===== src/rtl/mc_core.sv =====
// mc_core: multicycle core for 16-bit instructions. It has a 4-entry register
// file and an integrated FETCH/EXEC/MEM control FSM. Instruction and data
// memories are reached over req/ack handshakes, so wait states are tolerated.
module mc_core #(
    parameter int              DATA_W   = 16,
    parameter int              PC_W     = 16,
    parameter int              CNT_W    = 16,
    parameter logic [PC_W-1:0] RESET_PC = '0
) (
    input  logic              clk,
    input  logic              rst,
    input  logic              run,
    output logic              imem_req,
    output logic [PC_W-1:0]   imem_addr,
    input  logic              imem_ack,
    input  logic [15:0]       imem_data,
    output logic              dmem_req,
    output logic              dmem_we,
    output logic [DATA_W-1:0] dmem_addr,
    output logic [DATA_W-1:0] dmem_wdata,
    input  logic              dmem_ack,
    input  logic [DATA_W-1:0] dmem_rdata,
    output logic              halted,
    output logic              illegal,
    output logic [CNT_W-1:0]  retired,
    input  logic [1:0]        dbg_rn,
    output logic [DATA_W-1:0] dbg_rd
);

    typedef enum logic [2:0] {S_IDLE, S_FETCH, S_EXEC, S_MEM, S_STOP} state_e;

    localparam logic [5:0] OP_AR   = 6'h00;
    localparam logic [5:0] OP_ADDI = 6'h01;
    localparam logic [5:0] OP_ANDI = 6'h02;
    localparam logic [5:0] OP_LW   = 6'h03;
    localparam logic [5:0] OP_SW   = 6'h04;
    localparam logic [5:0] OP_BEQ  = 6'h05;
    localparam logic [5:0] OP_J    = 6'h06;
    localparam logic [5:0] OP_HALT = 6'h3F;

    state_e            state_q, state_d;
    logic [PC_W-1:0]   pc_q, pc_d;
    logic [15:0]       ir_q, ir_d;
    logic [DATA_W-1:0] rf_q [4];
    logic [DATA_W-1:0] rf_d [4];
    logic [CNT_W-1:0]  retired_q, retired_d;
    logic              illegal_q, illegal_d;
    logic [DATA_W-1:0] daddr_q, daddr_d;
    logic [DATA_W-1:0] dwdata_q, dwdata_d;
    logic              dwe_q, dwe_d;

    // Sign-extend the 6-bit immediate to data width.
    function automatic logic [DATA_W-1:0] sext_d(input logic [5:0] v);
        return {{(DATA_W-6){v[5]}}, v};
    endfunction

    // Sign-extend the 6-bit immediate to PC width for branch offsets.
    function automatic logic [PC_W-1:0] sext_pc(input logic [5:0] v);
        return {{(PC_W-6){v[5]}}, v};
    endfunction

    logic [5:0]        opcode;
    logic [1:0]        f_t, f_s, f_s2;
    logic [3:0]        funct;
    logic [5:0]        imm;
    logic [DATA_W-1:0] rs_v, rs2_v, rt_v;
    logic [DATA_W-1:0] alu_res;
    logic              alu_ok;
    logic [PC_W-1:0]   pc_inc;

    assign opcode = ir_q[15:10];
    assign f_t    = ir_q[9:8];
    assign f_s    = ir_q[7:6];
    assign f_s2   = ir_q[5:4];
    assign funct  = ir_q[3:0];
    assign imm    = ir_q[5:0];
    assign rs_v   = rf_q[f_s];
    assign rs2_v  = rf_q[f_s2];
    assign rt_v   = rf_q[f_t];
    assign pc_inc = pc_q + PC_W'(1);

    // Register-register ALU; funct values above 5 are flagged as not legal.
    always_comb begin
        alu_res = '0;
        alu_ok  = 1'b1;
        case (funct)
            4'd0:    alu_res = rs_v + rs2_v;
            4'd1:    alu_res = rs_v - rs2_v;
            4'd2:    alu_res = rs_v & rs2_v;
            4'd3:    alu_res = rs_v | rs2_v;
            4'd4:    alu_res = rs_v ^ rs2_v;
            4'd5:    alu_res = {{(DATA_W-1){1'b0}}, ($signed(rs_v) < $signed(rs2_v))};
            default: alu_ok  = 1'b0;
        endcase
    end

    // Control FSM: next state, PC, register writeback, memory access setup.
    always_comb begin
        state_d   = state_q;
        pc_d      = pc_q;
        ir_d      = ir_q;
        rf_d      = rf_q;
        retired_d = retired_q;
        illegal_d = illegal_q;
        daddr_d   = daddr_q;
        dwdata_d  = dwdata_q;
        dwe_d     = dwe_q;
        case (state_q)
            S_IDLE: begin
                if (run) state_d = S_FETCH;
            end
            S_FETCH: begin
                if (imem_ack) begin
                    ir_d    = imem_data;
                    state_d = S_EXEC;
                end
            end
            S_EXEC: begin
                state_d   = S_FETCH;
                pc_d      = pc_inc;
                retired_d = retired_q + CNT_W'(1);
                case (opcode)
                    OP_AR: begin
                        if (alu_ok) begin
                            rf_d[f_t] = alu_res;
                        end else begin
                            pc_d      = pc_q;
                            retired_d = retired_q;
                            illegal_d = 1'b1;
                            state_d   = S_STOP;
                        end
                    end
                    OP_ADDI: rf_d[f_t] = rs_v + sext_d(imm);
                    OP_ANDI: rf_d[f_t] = rs_v & DATA_W'(imm);
                    OP_LW, OP_SW: begin
                        // PC and retire count advance only once the access completes.
                        pc_d      = pc_q;
                        retired_d = retired_q;
                        daddr_d   = rs_v + sext_d(imm);
                        dwdata_d  = rt_v;
                        dwe_d     = (opcode == OP_SW);
                        state_d   = S_MEM;
                    end
                    OP_BEQ: begin
                        if (rt_v == rs_v) pc_d = pc_inc + sext_pc(imm);
                    end
                    OP_J: pc_d = PC_W'(ir_q[9:0]);
                    OP_HALT: begin
                        pc_d    = pc_q;
                        state_d = S_STOP;
                    end
                    default: begin
                        pc_d      = pc_q;
                        retired_d = retired_q;
                        illegal_d = 1'b1;
                        state_d   = S_STOP;
                    end
                endcase
            end
            S_MEM: begin
                if (dmem_ack) begin
                    if (!dwe_q) rf_d[f_t] = dmem_rdata;
                    pc_d      = pc_inc;
                    retired_d = retired_q + CNT_W'(1);
                    state_d   = S_FETCH;
                end
            end
            S_STOP: state_d = S_STOP;
            default: state_d = S_IDLE;
        endcase
    end

    // State registers; reset clears everything immediately, even mid-handshake.
    always_ff @(posedge clk or negedge rst) begin
        if (!rst) begin
            state_q   <= S_IDLE;
            pc_q      <= RESET_PC;
            ir_q      <= '0;
            retired_q <= '0;
            illegal_q <= 1'b0;
            daddr_q   <= '0;
            dwdata_q  <= '0;
            dwe_q     <= 1'b0;
            for (int i = 0; i < 4; i++) rf_q[i] <= '0;
        end else begin
            state_q   <= state_d;
            pc_q      <= pc_d;
            ir_q      <= ir_d;
            retired_q <= retired_d;
            illegal_q <= illegal_d;
            daddr_q   <= daddr_d;
            dwdata_q  <= dwdata_d;
            dwe_q     <= dwe_d;
            rf_q      <= rf_d;
        end
    end

    assign imem_req   = (state_q == S_FETCH);
    assign imem_addr  = pc_q;
    assign dmem_req   = (state_q == S_MEM);
    assign dmem_we    = dwe_q;
    assign dmem_addr  = daddr_q;
    assign dmem_wdata = dwdata_q;
    assign halted     = (state_q == S_STOP);
    assign illegal    = illegal_q;
    assign retired    = retired_q;
    assign dbg_rd     = rf_q[dbg_rn];

endmodule


===== config.mk =====
export PLATFORM = sky130hd
export DESIGN_NAME = mc_core
export DESIGN_NICKNAME = d
export VERILOG_FILES = /design/src/rtl/mc_core.sv
export SDC_FILE = /design/constraint.sdc
export NUM_CORES = 1
export LEC_CHECK = 0
export CAP_MARGIN = 20
export CELL_PAD_IN_SITES_DETAIL_PLACEMENT = 1
export CELL_PAD_IN_SITES_GLOBAL_PLACEMENT = 1
export CORE_MARGIN = 8
export CORE_UTILIZATION = 40
export CTS_BUF_LIST = sky130_fd_sc_hd__clkbuf_8
export DETAILED_ROUTE_END_ITERATION = 6
export HOLD_SLACK_MARGIN = 0.03
export PLACE_DENSITY = 0.84
export SLEW_MARGIN = 20
export SYNTH_ARGS = -nofsm -noshare
export SYNTH_HDL_FRONTEND = slang
export SYNTH_SLANG_ARGS = --single-unit

===== constraint.sdc =====
create_clock -name clk -period 5.19 [get_ports clk]
set_input_delay 1.038 -clock clk [delete_from_list [all_inputs] [get_ports clk]]
set_output_delay 1.038 -clock clk [all_outputs]
set_load 0.01 [all_outputs]

**Word level (Yosys, flattened, before mapping)**

Index checks and enable logic that the tools add are counted.

- Bits of input ports: 39
- Bits in latches: 0
- ROM bits: 0
- Bits in registers: 149
- Memory bits (writable): 0
- Memories kept: 0
- Output and inout bits: 85

- Muxes and demuxes: 42
- Divide/modulo/power cells: 0
- Reduce and logical (&&, ||, !) cells: 18
- Bitwise gates (word level): 9
- Order comparisons: 6
- Equal/unequal tests: 26
- Shifts and indexed selects: 0
- $add $sub $neg: 6
- $mul: 0

Operators with widths:

| cell | count |
|---|---|
| $bwmux W64 | 4 |
| $mux W16 | 14 |
| $mux W64 | 3 |
| $pmux W64 S3 | 1 |
| $bmux W16 S2 | 4 |
| $pmux W64 S2 | 1 |
| $pmux W16 S2 | 3 |
| $pmux W16 S6 | 1 |
| $pmux W16 S4 | 1 |
| $add A16 B16 Y16 | 3 |
| $add A16 B1 Y16 const B | 2 |
| $demux W16 S2 | 1 |
| $eq A6 B3 Y1 const B | 3 |
| $and A16 B16 Y16 | 1 |
| $and A16 B6 Y16 | 1 |
| $eq A16 B16 Y1 | 1 |
| $lt A16 B16 Y1 | 1 |
| $or A16 B16 Y16 | 1 |
| $sub A16 B16 Y16 | 1 |
| $xor A16 B16 Y16 | 1 |
| $pmux W3 S5 | 1 |
| $eq A6 B2 Y1 const B | 2 |
| $ge A3 B3 Y1 const B | 4 |
| $mux W3 | 4 |
| other kinds (34) | 48 |

**Logic depth before layout (Yosys ltp)**

Gate-level depths: netlist of the first run.

- Depth in word-level cells: 10
- Mapped depth: 16
- Depth with buffers taken out: 14

**Least setup slack after synthesis of the first run**

Ideal clock, no wire load.

- Kind: register -> register
- Start point: reg ir_q[4]
- End point: reg rf_q[13] (netlist bit)
- Period minus slack after synthesis: 4.344 ns
- Cell stages (with the launch flop): 16
- Library setup time: 0.096 ns
- Buffers on the path: 3
- Path slack: 0.846 ns
- Arrival: 4.248 ns
- Cell sequence: dfrtp_1 -> clkbuf_1 -> clkbuf_1 -> mux4_2 -> inv_1 -> ha_1 -> buf_2 -> nor3_1 -> a2111oi_0 -> o21ai_0 -> a221o_1 -> a2111oi_0 -> o22ai_1 -> a31oi_1 -> nor2_1 -> o31ai_1

- Word-level cells in the longest chain between the ends: 10

Ends and longest elaborated chain:

| item | line | text |
|---|---|---|
| from (decl) | 43 | `logic [15:0] ir_q, ir_d;` |
| from (signal assigned) | 188 | `ir_q <= ir_d;` |
| $not A2 Y3 (not written as such) | 78 | `assign rs2_v = rf_q[f_s2];` |
| $bmux W16 S2 | 78 |  |
| $mux W16 (not written as such) (2 in series) | 78 |  |
| $sub A16 B16 Y16 (tied with other cells) | 88 | `4'd1: alu_res = rs_v - rs2_v;` |
| $pmux W16 S6 | 86 | `case (funct)` |
| $bwmux W64 | 125 | `rf_d[f_t] = alu_res;` |
| $mux W64 | 124 | `if (alu_ok) begin` |
| $pmux W64 S3 * | 122 | `case (opcode)` |
| $pmux W64 S2 * | 108 | `case (state_q)` |
| to (signal assigned) | 194 | `rf_q <= rf_d;` |
| to (decl) | 44 | `logic [DATA_W-1:0] rf_q [4];` |

Every way passes the cells marked *; elsewhere a longest branch is shown, timed or not. The select of a mux whose other input is x is not followed.
A chain may end at the register's enable or synchronous reset.

**Worst setup path after layout of the first run**

- Start point: reg ir_q[7]
- End point: reg rf_q[47] (netlist bit)

- Word-level cells in the longest chain between the ends: 10

Ends and longest elaborated chain:

| item | line | text |
|---|---|---|
| $not A2 Y3 (not written as such) * | 77 | `assign rs_v = rf_q[f_s];` |
| $bmux W16 S2 * | 77 |  |
| $mux W16 (not written as such) * (2 in series) | 77 |  |
| $sub A16 B16 Y16 (tied with other cells) | 88 |  |
| $pmux W16 S6 | 86 |  |
| $bwmux W64 | 125 |  |
| $mux W64 | 124 |  |
| $pmux W64 S3 * | 122 |  |
| $pmux W64 S2 * | 108 |  |

Marked as above.

==> results.sh, run 1 <==
export IMPL_outcome="completed"
export IMPL_synth_async_reset_ratio=1.00
export IMPL_leakage_nw=6.07
export IMPL_overflow=0
export IMPL_root_buffer="clkbuf_8"
export IMPL_grt_use_total=0.256
export IMPL_hold_viol=0
export IMPL_core_area_um2=31200
export IMPL_clock_sinks=149
export IMPL_synth_top_area_cell="dfrtp_1"
export IMPL_drive_above_1_share=0.114
export IMPL_synthDominantCellAreaShare=0.297
export IMPL_firstDrtPassIters=5
export IMPL_top_usage_layer="met2"
export IMPL_hold_ws_ns=0.468
export IMPL_timing_final_crit_period_ns=4.85
export IMPL_synth_seq_cells=149
export IMPL_post_route_period_util=0.935
export IMPL_yosys_warnings=0
export IMPL_use_met1=0.342
export IMPL_ff_latch_area_um2=3730
export IMPL_path_clk_slew_ns=0.09
export IMPL_yosysSeqAreaShare=0.297
export IMPL_final_antenna_net_count=0
export IMPL_synthTopCellsByCount="dfrtp_1, nand2_1, o21ai_0"
export IMPL_crit_required_ns=5.52
export IMPL_maxSlewViolCount=0
export IMPL_synth_cell_type_count=73
export IMPL_cts_buffers=17
export IMPL_cp_start_kind="flip-flop"
export IMPL_fp_dieArea_um2=37300
export IMPL_worst_slack_ns=0.339
export IMPL_die_x_um=193
export IMPL_power_density_nw_per_um2=684
export IMPL_grt_max_degree=77
export IMPL_setup_violations=0
export IMPL_max_freq_mhz=206
export IMPL_tns_ns=0
export IMPL_first_global_vias=12500
export IMPL_post_cts_setup_buffers=0
export IMPL_vias_per_cell=6.44
export IMPL_nets=1595
export IMPL_tightest_slew_ns=1.03
export IMPL_ctsHoldBuffers=0
export IMPL_synth_area_um2=12500
export IMPL_multiInputGateArea_um2=8270
export IMPL_preCtsSetupSlack_ns=0.500
export IMPL_initial_core_util=0.401
export IMPL_num_rows=65
export IMPL_maxSlewHeadroom=0.314
export IMPL_crit_path_end_kind="flip-flop"
export IMPL_die_h_um=193
export IMPL_synth_area_leaders="dfrtp_1, mux4_2, ha_1"
export IMPL_gp_congestion=0.952
export IMPL_drt_iter0_drc=1150
export IMPL_cts_tree="yes"
export IMPL_critPathMaxFanout=18
export IMPL_cts_htree_levels=4
export IMPL_crit_arrival_ns=5.18
export IMPL_synthToLayoutAreaGrowth_pct=16.1
export IMPL_clk_path_buf_depth=2
export IMPL_fillCellCount=3624
export IMPL_insertion_delay_ns=0.49
export IMPL_avgSynthCellArea_um2=9.17
export IMPL_maxCapViolations=0
export IMPL_antenna_found_initial=0
export IMPL_top_level_ports=124
export IMPL_ir_drop_v=0.000196
export IMPL_drc=0
export IMPL_yosysMostFrequentCell="dfrtp_1"
export IMPL_synth_fp_nets=1496
export IMPL_synth_edf_count=0
export IMPL_postCtsResizedCells=0
export IMPL_clock_skew_ns=0.0137
export IMPL_met3_usage=0.0469
export IMPL_rsz0062_at_grt="no"
export IMPL_worstHoldPathType="reg2reg"
export IMPL_grt_pass1_wl_um=73500
export IMPL_port_buffers=123
export IMPL_path_class="reg2reg"
export IMPL_groute_layer_met2_usage=0.407
export IMPL_synthFlopType="dfrtp_1"
export IMPL_totalWireLength_um=47400
export IMPL_netlist_instances=1367
export IMPL_dp_hpwl_um=35900
export IMPL_post_drt_wl_per_cell_um=25.2
export IMPL_power_mw=9.96
export IMPL_n_antenna_cell=0
export IMPL_vias=12100
==> cell families (layout without fill, tap and decap cells) <==
| family | after synthesis | count (layout) | synth area share |
|---|---|---|---|
| XOR/XNOR | 71 | 71 | 0.0496 |
| flip-flops | 149 | 149 | 0.297 |
| multiplexers | 110 | 110 | 0.157 |
| adder cells (fa/ha/maj) | 90 | 90 | 0.0922 |
| AO/OA/AOI/OAI | 409 | 409 | 0.206 |
| buffers and inverters | 130 | 242 | 0.0429 |
| AND/OR/NAND/NOR | 408 | 408 | 0.154 |
==> metrics by stage <==
step	utilization	cells	cell area, um^2
after floorplan	-	1367	12500
after global placement	0.453	1849	14200
after detailed placement	0.453	1849	14200
after CTS	0.466	1881	14600
after global routing	0.466	1881	14600
final	0.466	1881	14600
==> state kept, by name, summed over array words and instances, names as in the netlist <==
signal / flops
state_q: 3
rf_q: 64
dmem_addr: 16
illegal: 1
dmem_we: 1
retired: 16
dmem_wdata: 16
ir_q: 16
imem_addr: 16
==> report_power, final <==
group          switching, mW  leakage [nW]  internal, mW
clock                  0.527         0.207         0.446
sequential             0.672          1.97          1.51
combinational           4.02          3.89          2.78
total                   5.22          6.07          4.73
==> worst max-delay path: stages, from the launching register on <==
cell and delay (ns):
dfrtp_1 0.90, mux4_2 0.46, inv_1 0.06, ha_1 0.54
nor3_1 0.13, a2111oi_0 0.59, o21ai_0 0.20, a221o_1 0.40
a211oi_1 0.34, mux2i_1 0.22, o211ai_1 0.10, o21ai_0 0.61
a21oi_1 0.15
==> cell usage in the layout (no fill, tap or decap), types with 39 or more instances in the layout <==
cell	count
nor2_1	111
xnor2_1	40
nand2_1	141
o21ai_0	122
mux4_2	58
dfrtp_1	148
clkdlybuf4s50_1	122
inv_1	60
ha_1	86
mux2_2	39
a21oi_1	101
==> final timing paths <==
check                                    start  cells after the start  slack (ns)                        to
min reg2reg                illegal$_DFFE_PN0P_                      1        0.47       illegal$_DFFE_PN0P_
max reg2reg                ir_q[7]$_DFFE_PN0P_                     12        0.34      rf_q[47]$_DFFE_PN0P_
min in group asynchronous                  rst                      1        0.59  dmem_addr[8]$_DFFE_PN0P_
max                        ir_q[7]$_DFFE_PN0P_                     12        0.34      rf_q[47]$_DFFE_PN0P_
min                        illegal$_DFFE_PN0P_                      1        0.47       illegal$_DFFE_PN0P_
max in group asynchronous                  rst                      2        3.56  imem_addr[7]$_DFFE_PN0P_
==> layer usage <==
metal | vias to the layer above | routed length, um | part of all wire
li1 | 5275 | - | -
met1 | 6167 | 20100 | 0.42
met2 | 546 | 22100 | 0.47
met3 | 126 | 3490 | 0.074
met4 | 0 | 1790 | 0.038
met5 | - | 0 | 0
==> cell type report <==
cell class,count,area share
inverters,61,0.0157
multi-input cells,1088,0.568
clock buffers,18,0.0170
repair buffers,149,0.0981
well taps,402,0.0346
clock inverters,14,0.0103
flip-flops and latches,149,0.256
(Power assumes the default switching activity.)
==> inputs of run 2 (changes only) <==
--- a/config.mk
+++ b/config.mk
@@ -9,11 +9,11 @@
 export CELL_PAD_IN_SITES_DETAIL_PLACEMENT = 1
 export CELL_PAD_IN_SITES_GLOBAL_PLACEMENT = 1
 export CORE_MARGIN = 8
-export CORE_UTILIZATION = 40
+export CORE_UTILIZATION = 45
 export CTS_BUF_LIST = sky130_fd_sc_hd__clkbuf_8
 export DETAILED_ROUTE_END_ITERATION = 6
 export HOLD_SLACK_MARGIN = 0.03
-export PLACE_DENSITY = 0.84
+export PLACE_DENSITY = 0.91
 export SLEW_MARGIN = 20
 export SYNTH_ARGS = -nofsm -noshare
 export SYNTH_HDL_FRONTEND = slang
==> run 2 against run 1 <==
  * The flow now finishes with violations (design-rule violations)
  * Non-clock buffer count grew 2
  * Combinational power grew 3.1%
  * Utilization increased by 6.0 points
  * Critical path type unchanged
  * First-iteration DRC count grew 21%
  * Highest routed layer unchanged
  * Register-to-register slack barely moved
  * Die area is 10% lower
==> results.sh, run 2 (same netlist as run 1, synthesis figures left out) <==
export IMPL_drive_above_1_share=0.116
export IMPL_dr_wl_met2_um=22800
export IMPL_worstHoldPathType="reg2reg"
export IMPL_maxSlewHeadroom=0.310
export IMPL_tns_ns=0
export IMPL_die_x_um=183
export IMPL_critPathMaxFanout=12
export IMPL_port_buffers=123
export IMPL_gp_congestion=0.966
export IMPL_ctsHoldBuffers=0
export IMPL_max_freq_mhz=206
export IMPL_maxSlewViolCount=0
export IMPL_grt_max_degree=92
export IMPL_top_register="rf_q"
export IMPL_synthToLayoutAreaGrowth_pct=15.9
export IMPL_clk_path_buf_depth=2
export IMPL_nets=1597
export IMPL_insertion_delay_ns=0.50
export IMPL_fillCellCount=3175
export IMPL_dp_hpwl_um=36800
export IMPL_num_rows=61
export IMPL_leakage_nw=6.07
export IMPL_totalWireLength_um=49800
export IMPL_ir_drop_v=0.000322
export IMPL_cts_tree="yes"
export IMPL_final_antenna_net_count=0
export IMPL_wl_met3_um=5340
export IMPL_post_route_period_util=0.937
export IMPL_overflow=0
export IMPL_power_density_nw_per_um2=698
export IMPL_core_area_um2=27600
export IMPL_tightest_slew_ns=1.03
export IMPL_wl_met1_um=19500
export IMPL_cts_htree_levels=4
export IMPL_post_drt_wl_per_cell_um=26.8
export IMPL_maxCapViolations=0
export IMPL_vias_per_cell=6.76
export IMPL_fp_dieArea_um2=33500
export IMPL_path_class="reg2reg"
export IMPL_crit_arrival_ns=5.18
export IMPL_clock_skew_ns=0.0168
export IMPL_hold_ws_ns=0.490
export IMPL_crit_required_ns=5.51
export IMPL_largest_register_ffs=64
export IMPL_setup_violations=0
export IMPL_vias=12600
export IMPL_drc=4
export IMPL_mostFrequentLayoutCell="dfrtp_1"
export IMPL_cts_buffers=17
export IMPL_root_buffer="clkbuf_8"
export IMPL_rsz0062_at_grt="no"
export IMPL_initial_core_util=0.454
export IMPL_grt_use_total=0.295
export IMPL_post_cts_setup_buffers=0
export IMPL_n_antenna_cell=0
export IMPL_postCtsResizedCells=0
export IMPL_die_h_um=183
export IMPL_antenna_found_initial=0
export IMPL_timing_final_crit_period_ns=4.86
export IMPL_violations="design-rule violations"
export IMPL_top_level_ports=124
export IMPL_hold_viol=0
export IMPL_drt_iter0_drc=1391
export IMPL_cp_start_kind="flip-flop"
export IMPL_clock_sinks=149
export IMPL_firstDrtPassIters=7
export IMPL_crit_path_end_kind="flip-flop"
export IMPL_final_cell_mix="dfrtp_1, nand2_1, o21ai_0, clkdlybuf4s50_1, nor2_1"
export IMPL_outcome="complete, but fails checks"
export IMPL_path_clk_slew_ns=0.09
export IMPL_top_layer_used="met4"
export IMPL_first_global_vias=13000
export IMPL_grt_pass1_wl_um=77100
run 2: power by group:
part,switching [mW],internal [mW]
combinational,4.23,2.78
sequential,0.680,1.51
clock,0.523,0.411
run 2: per-layer routing:
layer | up-vias | GRT usage
met5 | - | 0
met4 | 0 | 0.135
met3 | 174 | 0.0760
met2 | 824 | 0.463
li1 | 5287 | -
met1 | 6285 | 0.380
run 2: critical path, stage by stage, from the launching register on:
cell and delay (ns):
dfrtp_1 0.57, buf_4 0.35, mux4_2 0.65, ha_1 0.28, nor3b_1 0.17, a2111oi_0 0.52
o21ai_0 0.19, a221o_1 0.40, a211oi_1 0.35, mux2i_1 0.23, o211ai_1 0.09, o21ai_0 0.70
a21oi_1 0.20
run 2: final timing paths:
kind                                          start  slack, ns                      to  depth (start not counted)
worst max register to register  ir_q[6]$_DFFE_PN0P_       0.33    rf_q[15]$_DFFE_PN0P_                         12
worst max-delay path            ir_q[6]$_DFFE_PN0P_       0.33    rf_q[15]$_DFFE_PN0P_                         12
max in group asynchronous                       rst       3.52  state_q[0]$_DFFE_PN0P_                          2
worst min-delay path            illegal$_DFFE_PN0P_       0.49     illegal$_DFFE_PN0P_                          1
min in group asynchronous                       rst       0.62    rf_q[45]$_DFFE_PN0P_                          1
worst min register to register  illegal$_DFFE_PN0P_       0.49     illegal$_DFFE_PN0P_                          1
run 2: through the flow:
stage / setup WS, ns / util / std cells / area [um^2] / power (mW)
after floorplan: 0.846 / - / 1367 / 12500 / 6.54
after global placement: 0.665 / 0.512 / 1827 / 14100 / 8.50
after detailed placement: 0.498 / 0.512 / 1827 / 14100 / 8.86
after CTS: 0.413 / 0.526 / 1859 / 14500 / 9.88
after global routing: 0.142 / 0.526 / 1859 / 14500 / 10.7
final: 0.328 / 0.526 / 1859 / 14500 / 10.1
run 2: area by class of cell:
| type | count | area [um^2] | area share |
|---|---|---|---|
| clock buffer | 19 | 262 | 0.0180 |
| sequential | 149 | 3730 | 0.257 |
| inverter | 61 | 229 | 0.0158 |
| timing repair buffer | 151 | 1440 | 0.0993 |
| multi-input combinational | 1088 | 8270 | 0.569 |
| clock inverter | 13 | 120 | 0.00827 |
| tap | 378 | 473 | 0.0325 |
